[src/rtl/sw_io_pkg.sv]
// Shared definitions for the slide-switch input path: switch count, the
// debounce FSM states and the Up/Down/UnChange codes the scan stage reports.
package sw_io_pkg;

  // Number of board slide switches.
  localparam int unsigned N_SW_DEFAULT = 10;

  // Debounce/hold controller states.
  typedef enum logic {
    ST_IDLE = 1'b0,
    ST_HOLD = 1'b1
  } sw_state_e;

  // Per-bit change code consumed by the switch-scan stage.
  typedef enum logic [1:0] {
    SW_DOWN     = 2'd0,
    SW_UP       = 2'd1,
    SW_UNCHANGE = 2'd2
  } sw_change_e;

  // Classify one bit from its history value and its current stable value.
  function automatic sw_change_e sw_change_code(input logic hist_bit,
                                                input logic sw_bit);
    sw_change_e code;
    if (hist_bit == sw_bit) begin
      code = SW_UNCHANGE;
    end else if (sw_bit) begin
      code = SW_UP;
    end else begin
      code = SW_DOWN;
    end
    return code;
  endfunction

endpackage

[src/rtl/sw_debounce_bit.sv]
// One switch bit: 2-flop synchroniser plus a saturating debounce counter.
// Ports:
//   clk, rst     - clock, asynchronous active-high reset
//   raw          - raw asynchronous switch pin
//   stable       - currently published debounced level for this bit
//   commit       - the top accepts this bit's new level this cycle
//   s            - synchronised level
//   ready        - synchronised level has differed from stable long enough
module sw_debounce_bit #(
  parameter int unsigned DEBOUNCE_CYCLES = 500000,
  parameter int unsigned CNT_W           = 20
) (
  input  logic clk,
  input  logic rst,
  input  logic raw,
  input  logic stable,
  input  logic commit,
  output logic s,
  output logic ready
);

  localparam logic [CNT_W-1:0] CNT_MAX = CNT_W'(DEBOUNCE_CYCLES - 1);

  logic             sync1_q, sync1_d;
  logic             sync2_q, sync2_d;
  logic [CNT_W-1:0] cnt_q,   cnt_d;

  // Synchroniser shift and counter update.
  always_comb begin
    sync1_d = raw;
    sync2_d = sync1_q;
    cnt_d   = cnt_q;
    if (commit || (sync2_q == stable)) begin
      cnt_d = '0;
    end else if (cnt_q != CNT_MAX) begin
      cnt_d = cnt_q + CNT_W'(1);
    end
  end

  always_ff @(posedge clk or posedge rst) begin
    if (rst) begin
      sync1_q <= 1'b0;
      sync2_q <= 1'b0;
      cnt_q   <= '0;
    end else begin
      sync1_q <= sync1_d;
      sync2_q <= sync2_d;
      cnt_q   <= cnt_d;
    end
  end

  assign s     = sync2_q;
  // Saturated counter stays pending while the top is in HOLD.
  assign ready = (cnt_q == CNT_MAX) && (sync2_q != stable);

endmodule

[src/rtl/sw_debounce_sync.sv]
// Synchronises and debounces the slide switches and publishes the stable
// level SW together with SW_History, which is held at the pre-change value
// for HOLD_CYCLES after every accepted change so the round-robin scanner
// sees each changed bit once.
// Ports:
//   CLK, RESET       - clock, asynchronous active-high reset
//   SW_RAW           - raw switch pins
//   SW               - debounced switch levels
//   SW_History       - SW before the latest change while holding, else SW
//   SW_Change_Pulse  - one-cycle pulse when SW updates
//   SW_Change_Mask   - bits changed in that update (0 without the pulse)
//   Hold_Busy        - high while SW_History is being held
module sw_debounce_sync
  import sw_io_pkg::*;
#(
  parameter int unsigned N_SW            = N_SW_DEFAULT,
  parameter int unsigned DEBOUNCE_CYCLES = 500000,
  parameter int unsigned CNT_W           = 20,
  parameter int unsigned HOLD_CYCLES     = 12
) (
  input  logic            CLK,
  input  logic            RESET,
  input  logic [N_SW-1:0] SW_RAW,
  output logic [N_SW-1:0] SW,
  output logic [N_SW-1:0] SW_History,
  output logic            SW_Change_Pulse,
  output logic [N_SW-1:0] SW_Change_Mask,
  output logic            Hold_Busy
);

  localparam int unsigned H_W = (HOLD_CYCLES > 1) ? $clog2(HOLD_CYCLES) : 1;

  sw_state_e       state_q, state_d;
  logic [H_W-1:0]  h_q,     h_d;
  logic [N_SW-1:0] sw_q,    sw_d;
  logic [N_SW-1:0] hist_q,  hist_d;
  logic            pulse_q, pulse_d;
  logic [N_SW-1:0] mask_q,  mask_d;
  logic            busy_q,  busy_d;

  logic [N_SW-1:0] s_w;
  logic [N_SW-1:0] ready_w;
  logic [N_SW-1:0] commit_w;

  // Per-bit synchroniser and debounce counter.
  for (genvar gi = 0; gi < N_SW; gi++) begin : g_bit
    sw_debounce_bit #(
      .DEBOUNCE_CYCLES(DEBOUNCE_CYCLES),
      .CNT_W          (CNT_W)
    ) u_bit (
      .clk   (CLK),
      .rst   (RESET),
      .raw   (SW_RAW[gi]),
      .stable(sw_q[gi]),
      .commit(commit_w[gi]),
      .s     (s_w[gi]),
      .ready (ready_w[gi])
    );
  end

  // Next-state and output logic: commits only from IDLE.
  always_comb begin
    state_d  = state_q;
    h_d      = h_q;
    sw_d     = sw_q;
    hist_d   = hist_q;
    pulse_d  = 1'b0;
    mask_d   = '0;
    commit_w = '0;
    case (state_q)
      ST_IDLE: begin
        if (|ready_w) begin
          commit_w = ready_w;
          sw_d     = (sw_q & ~ready_w) | (s_w & ready_w);
          hist_d   = sw_q;
          mask_d   = ready_w;
          pulse_d  = 1'b1;
          h_d      = H_W'(HOLD_CYCLES - 1);
          state_d  = ST_HOLD;
        end
      end
      ST_HOLD: begin
        if (h_q == '0) begin
          hist_d  = sw_q;
          state_d = ST_IDLE;
        end else begin
          h_d = h_q - H_W'(1);
        end
      end
    endcase
    busy_d = (state_d == ST_HOLD);
  end

  always_ff @(posedge CLK or posedge RESET) begin
    if (RESET) begin
      state_q <= ST_IDLE;
      h_q     <= '0;
      sw_q    <= '0;
      hist_q  <= '0;
      pulse_q <= 1'b0;
      mask_q  <= '0;
      busy_q  <= 1'b0;
    end else begin
      state_q <= state_d;
      h_q     <= h_d;
      sw_q    <= sw_d;
      hist_q  <= hist_d;
      pulse_q <= pulse_d;
      mask_q  <= mask_d;
      busy_q  <= busy_d;
    end
  end

  assign SW              = sw_q;
  assign SW_History      = hist_q;
  assign SW_Change_Pulse = pulse_q;
  assign SW_Change_Mask  = mask_q;
  assign Hold_Busy       = busy_q;

endmodule

[config.mk]
export PLATFORM = sky130hd
export DESIGN_NAME = sw_debounce_sync
export DESIGN_NICKNAME = d
export VERILOG_FILES = /design/src/rtl/sw_io_pkg.sv /design/src/rtl/sw_debounce_bit.sv /design/src/rtl/sw_debounce_sync.sv
export SDC_FILE = /design/constraint.sdc
export NUM_CORES = 1
export LEC_CHECK = 0
export BUFFER_PORTS_ARGS = -buffer_cell sky130_fd_sc_hd__clkbuf_2
export CAP_MARGIN = 20
export CORE_ASPECT_RATIO = 1.4
export CORE_MARGIN = 10
export CORE_UTILIZATION = 50
export CTS_CLUSTER_SIZE = 40
export DETAILED_ROUTE_END_ITERATION = 10
export HOLD_SLACK_MARGIN = 0.02
export PLACE_DENSITY = 0.66
export SLEW_MARGIN = 20
export SYNTH_ARGS = -nofsm -noshare
export SYNTH_HDL_FRONTEND = slang
export SYNTH_SLANG_ARGS = --single-unit
[constraint.sdc]
create_clock -name CLK -period 13.35 [get_ports CLK]
set_input_delay 4.005 -clock CLK [delete_from_list [all_inputs] [get_ports CLK]]
set_output_delay 4.005 -clock CLK [all_outputs]
set_load 0.005 [all_outputs]
* Word-level counts from Yosys, hierarchy flattened *
Cells that the tools add are included.

cells by class
  magnitude comparators = 0
  multipliers = 0
  multiplexer cells = 32
  equal/unequal tests = 43
  shift operators = 0
  reduce and logical (&&, ||, !) cells = 35
  divide/modulo/power cells = 0
  bitwise logic cells = 5
  add/sub/neg operators = 11

operators by type and width
  kind                   count
  $mux 20                20
  $add 20x1->20 const B  10
  $eq 20x19->1 const B   10
  $ne 20x19->1 const B   10
  $mux 10                4
  $and 10x10->10         2
  $pmux 10 s2            1
  $reduce_bool 2->1      10
  $eq 1x1->1             10
  $logic_and 1x1->1      10
  $logic_or 1x1->1       10
  $ne 1x1->1             10
  $not 10->10            1
  $or 10x10->10          1
  $reduce_or 10->1       1
  $mux 4                 2
  $pmux 4 s2             1
  $reduce_and 2->1       3
  $logic_not 4->1        1
  $ne 2x2->1 const B     2
  $sub 4x1->4 const B    1
  $mux 1                 3
  $ne 2x1->1 const B     1
  $pmux 1 s2             1
  $not 1->1              1

storage, ports and cells
  latch bits = 0
  bits in read-only memories = 0
  RAM bits = 0
  memories = 0
  register bits after elaboration = 256
  output and inout bits = 32

* Longest topological paths before layout *
  depth in word-level cells = 7
  mapped depth = 9
  mapped depth without buffers = 7

* By module *
Synthesis repeated with hierarchy kept, for this count alone.

second synthesis, totals
  cell total of the unflattened synthesis = 1,318
  area total of the unflattened synthesis = 13,300.3 um^2

by module, submodules not included
  module            instances  area each (um^2)  cells an instance  seq. area each (um^2)
  sw_debounce_bit   10         1,162.4           117                550.5
  sw_debounce_sync  1          1,676.6           148                900.9

* Worst setup path after synthesis *
Ideal clock, no wire load.

  path type = reg2out
  from = register (tool-made name)
  to = output port SW[6]
  path slack = 8.786 ns
  buffers on the path = 1
  arrival = 0.559 ns
  stages on the path, launching flop included = 2
  cells stage by stage = dfrtp_1 -> buf_4

RTL lines
  item       line                    RTL
  to (decl)  sw_debounce_sync.sv:24  output logic [N_SW-1:0] SW,

==> flow_summary.rst <==
.. list-table::
   :header-rows: 1

   * - Metric
     - Value
   * - Result of the run
     - complete, no violations
   * - Remaining global-route overflow
     - 0
   * - Crit path buf inv count
     - 4
   * - Clock Pin Slew Worst Setup and Hold Paths
     - 60 ps
   * - Main synth FF type
     - sky130_fd_sc_hd__dfrtp_1
   * - Post-Route WL
     - 26900 µm
   * - Setup Fix Bufs, Post-CTS
     - 0
   * - Number of remaining DRC errors
     - 0
   * - Reg-to-reg slack, setup
     - 10450 ps
   * - Depth of the worst register-to-register path
     - 5
   * - Power dissipated by switching net loads
     - 0.000352 W
   * - Cell depth of the worst hold path
     - 0
   * - Finish-stage setup viols
     - 0
   * - Critical Path Sink Type
     - asynchronous set/reset pin
   * - Final instance count without filler cells
     - 1657
   * - Total inserted antenna cells
     - 0
   * - Clock insertion delay at the later pin of the skew report
     - 530 ps
   * - Power density relative to cell area
     - 114 nW/µm²
   * - Synthesized area per cell
     - 9.97 µm²
   * - Worst setup path class
     - input port to asynchronous set/reset pin
   * - Syn-to-layout area delta
     - 11.1%
   * - Count of unique library cells instantiated by Yosys
     - 69
   * - Register share of total power
     - 49.2%
   * - CTS root buf
     - sky130_fd_sc_hd__clkbuf_16
   * - Cell taking the most area after synthesis
     - sky130_fd_sc_hd__dfrtp_1
   * - Number of port buffers
     - 43
   * - Overall global routing resource usage
     - 16.7%
   * - Maximum level of the CTS H-tree
     - 1
   * - Delay of the slowest cell on the worst path
     - 880 ps
   * - Worst-case headroom to the max-slew limit
     - 28.7%
   * - Final total negative setup slack
     - 0 ps
   * - Placeable core region
     - 25300 µm²
   * - Count of flip-flops with a built-in enable after synthesis
     - 0
   * - Internal power consumption
     - 0.00127 W
   * - Biggest area contributors in the synthesized netlist
     - sky130_fd_sc_hd__dfrtp_1 (50%), sky130_fd_sc_hd__xor2_1 (6.9%), sky130_fd_sc_hd__nor2_1 (6.2%), sky130_fd_sc_hd__xnor2_1 (5.5%), sky130_fd_sc_hd__nand2_1 (3.2%)
   * - Die area
     - 32400 µm²
   * - Vias in the first global route
     - 9374
   * - Min Clock Period, post-route
     - 5930 ps
   * - GP Congestion
     - 0.834
   * - Detailed placer's ending HPWL
     - 18500 µm
   * - Number of instances resized during post-cts repair
     - 0
   * - CP Max Fanout
     - 125
   * - Crit path required time
     - 13860 ps
   * - Number of warnings printed during yosys synthesis
     - 0
   * - Final hold violation count
     - 0
   * - FF+latch count, synth
     - 256
   * - Overall via count from detail_route
     - 9290
   * - Vertical die dimension
     - 209 µm
   * - Async set-or-reset flop fraction in the synthesized netlist
     - 100%
   * - Number of clock sinks seen by CTS
     - 256
   * - Cell mode on critical path
     - sky130_fd_sc_hd__buf_4
   * - Number of iterations in the first detailed-routing pass
     - 5
   * - Number of nets in the final layout
     - 1341
   * - Standard-cell row count
     - 69
   * - Portion of the post-synthesis area used by sequential elements
     - 50.2%
   * - Transition time of the tightest slew-check pin
     - 1060 ps
   * - Maximum frequency from static timing analysis
     - 0.169 GHz
   * - Routed Antenna Nets
     - 0
   * - Summed instance area of the synthesized netlist
     - 12800 µm²
   * - Io pins
     - 44
   * - Setup repair after global routing missed its margin
     - false
   * - Placed Cells
     - 1609
   * - Fillcell total
     - 2207
   * - Worst IR drop on VDD
     - 0.116 mV
   * - Portion of the clock cycle consumed by the worst path in the final layout
     - 44.4%
   * - Via density per instance
     - 5.61
   * - Power, Total
     - 0.00162 W
   * - Arrival @ worst endpoint
     - 6450 ps
   * - Cell with the largest stage delay on the worst path
     - sky130_fd_sc_hd__buf_4
   * - Die width
     - 155 µm
   * - Launch instance of the worst min-delay path
     - g_bit[7].u_bit.sync1_q
   * - Critical path, cell by cell
     - clkbuf_2 -> inv_8 -> buf_4 -> buf_4
   * - Largest net degree at the start of global routing
     - 126
   * - Top Family by Delay on Critical Path
     - buffers and inverters
   * - Combinational cell fraction of total power
     - 3.0%
   * - Share of total power in the clock network
     - 47.8%
   * - Post-synthesis cell count
     - 1281
   * - Switching share of power
     - 21.7%
   * - Share of the synthesized area in the top cell type
     - 50.2%
   * - Leakage power
     - 6.00 nW
   * - Share of post-route cells with drive strength above 1
     - 12.5%
   * - Max-capacitance violation count
     - 0
   * - TritonCTS clock tree
     - built
   * - Hold buffers post-CTS
     - 0
   * - First-pass GRT wire length
     - 46200 µm
   * - Initial antenna violation count
     - 2
   * - Drt wl/cell
     - 16.2 µm
   * - R2R Path End
     - SW_History[2]
   * - Startpoint Class
     - input port
   * - Final number of max-transition violations
     - 0
   * - CTS buffer count
     - 26
   * - Clock skew after layout
     - 9.35 ps
   * - Initial Util
     - 50.5%
   * - Critical path depth in cells
     - 4
   * - Hold Crit Endpoint
     - g_bit[7].u_bit.s
   * - Violation count after the first detailed-routing iteration
     - 409
   * - Buffer depth of the longest clock path
     - 3
   * - Synth Net Count
     - 1304
   * - Worst min-delay path class
     - register to register
## per-stage QoR
| stage | util [%] | worst slack [ps] | hold WS [ps] | instance area, µm² |
|---|---|---|---|---|
| floorplan | - | 2300 | 331 | 12800 |
| global placement | 52.4 | 6730 | 335 | 13200 |
| detailed placement | 52.4 | 6730 | 336 | 13300 |
| CTS | 56.1 | 7320 | 350 | 14200 |
| global route | 56.1 | 6960 | 361 | 14200 |
| finish | 56.1 | 7420 | 348 | 14200 |
## layout by cell type (no fill, tap or decap), types with 7 or more instances in the layout
| cell type | count |
|---|---|
| sky130_fd_sc_hd__ha_1 | 11 |
| sky130_fd_sc_hd__nor4_1 | 20 |
| sky130_fd_sc_hd__buf_4 | 8 |
| sky130_fd_sc_hd__mux2_2 | 18 |
| sky130_fd_sc_hd__or2_2 | 10 |
| sky130_fd_sc_hd__xnor2_1 | 80 |
| sky130_fd_sc_hd__clkbuf_2 | 43 |
| sky130_fd_sc_hd__nor4b_2 | 13 |
| sky130_fd_sc_hd__and4_1 | 24 |
| sky130_fd_sc_hd__inv_1 | 17 |
| sky130_fd_sc_hd__dfrtp_1 | 255 |
| sky130_fd_sc_hd__nor3_1 | 58 |
| sky130_fd_sc_hd__o21ai_0 | 22 |
| sky130_fd_sc_hd__nand4_1 | 50 |
| sky130_fd_sc_hd__nand2_1 | 110 |
| sky130_fd_sc_hd__or3_1 | 10 |
| sky130_fd_sc_hd__nor4b_1 | 8 |
| sky130_fd_sc_hd__a21oi_1 | 27 |
| sky130_fd_sc_hd__xor2_1 | 100 |
| sky130_fd_sc_hd__clkbuf_8 | 8 |
| sky130_fd_sc_hd__nor2_1 | 210 |
| sky130_fd_sc_hd__nand3_1 | 70 |
| sky130_fd_sc_hd__and3_1 | 31 |
| sky130_fd_sc_hd__clkbuf_16 | 27 |
| sky130_fd_sc_hd__a31oi_1 | 7 |
## cells by family (layout without fill, tap and decap cells)
| kind of cell | Yosys count | after routing | synth area share [%] |
|---|---|---|---|
| and+or+nand+nor | 649 | 649 | 26.6 |
| DFF | 256 | 256 | 50.2 |
| xor gates and xnor gates | 180 | 180 | 12.3 |
| AOI/OAI and AO/OA | 99 | 99 | 5.43 |
| buffers and inverters | 60 | 117 | 2.14 |
| muxes | 26 | 26 | 2.30 |
| adders and majority gates | 11 | 11 | 1.08 |
## power groups by stage
| stage | Combinational (W) | Sequential (W) | Clock, W |
|---|---|---|---|
| after floorplan | 0.0000367 | 0.000809 | 0 |
| after global placement | 0.0000499 | 0.000811 | 0 |
| after detailed placement | 0.0000509 | 0.000811 | 0 |
| after CTS | 0.0000510 | 0.000797 | 0.000794 |
| after global routing | 0.0000575 | 0.000798 | 0.000824 |
| final | 0.0000489 | 0.000797 | 0.000776 |
## layer usage
layer | part of all wire [%] | up-vias | global-route usage, %
li1 | - | 4561 | -
met1 | 45 | 4542 | 21.9
met2 | 49 | 147 | 28.1
met3 | 4.0 | 40 | 2.24
met4 | 2.0 | 0 | 4.67
met5 | 0 | - | 0
## cells in the mapped netlist, drive strengths merged, types with 2 or more instances
master   instances
nand2          110
clkbuf          22
mux2            21
xnor2           80
a21oi           29
nand2b           6
a222oi           2
o32ai            3
nand4           51
a2111oi          3
nor3b            3
o22ai            2
a211oi           3
a31oi            8
a31o             3
or2             12
nor3            60
nor4bb           2
or3             10
ha              11
o21a             3
nand3b           2
dfrtp          256
and2             5
o21ai           30
xor2           100
nand3           71
nor4            23
and4            26
o31ai            2
a311oi           7
nor4b           21
nor2           211
inv             18
and3            31
mux2i            5
buf             20
## registers in the layout (all words and copies together) (netlist names), named ones only
register / count
Hold_Busy: 1
SW_Change_Mask: 10
SW_Change_Pulse: 1
SW_History: 10
g_bit.u_bit.cnt_q: 200
g_bit.u_bit.s: 10
g_bit.u_bit.sync1_q: 10
h_q: 4
## worst max path at each step
stage                      from                       end  slack, ps
after floorplan           RESET                 Hold_Busy       2300
after global placement    RESET  g_bit[2].u_bit.cnt_q[16]       6730
after detailed placement  RESET  g_bit[2].u_bit.cnt_q[12]       6730
after CTS                 RESET   g_bit[6].u_bit.cnt_q[7]       7320
after global routing      RESET  g_bit[2].u_bit.cnt_q[17]       6960
final                     RESET  g_bit[2].u_bit.cnt_q[17]       7420
## area by class of cell
type / instances / area (µm²) / share of cell area [%]
timing repair buffer: 51 / 275 / 1.94
sequential: 256 / 6410 / 45.2
clock inverter: 10 / 128 / 0.900
clock buffer: 38 / 797 / 5.62
multi-input combinational: 965 / 6100 / 43.0
tap: 319 / 399 / 2.81
inverter: 18 / 75.1 / 0.529
(Power assumes the default switching activity.)
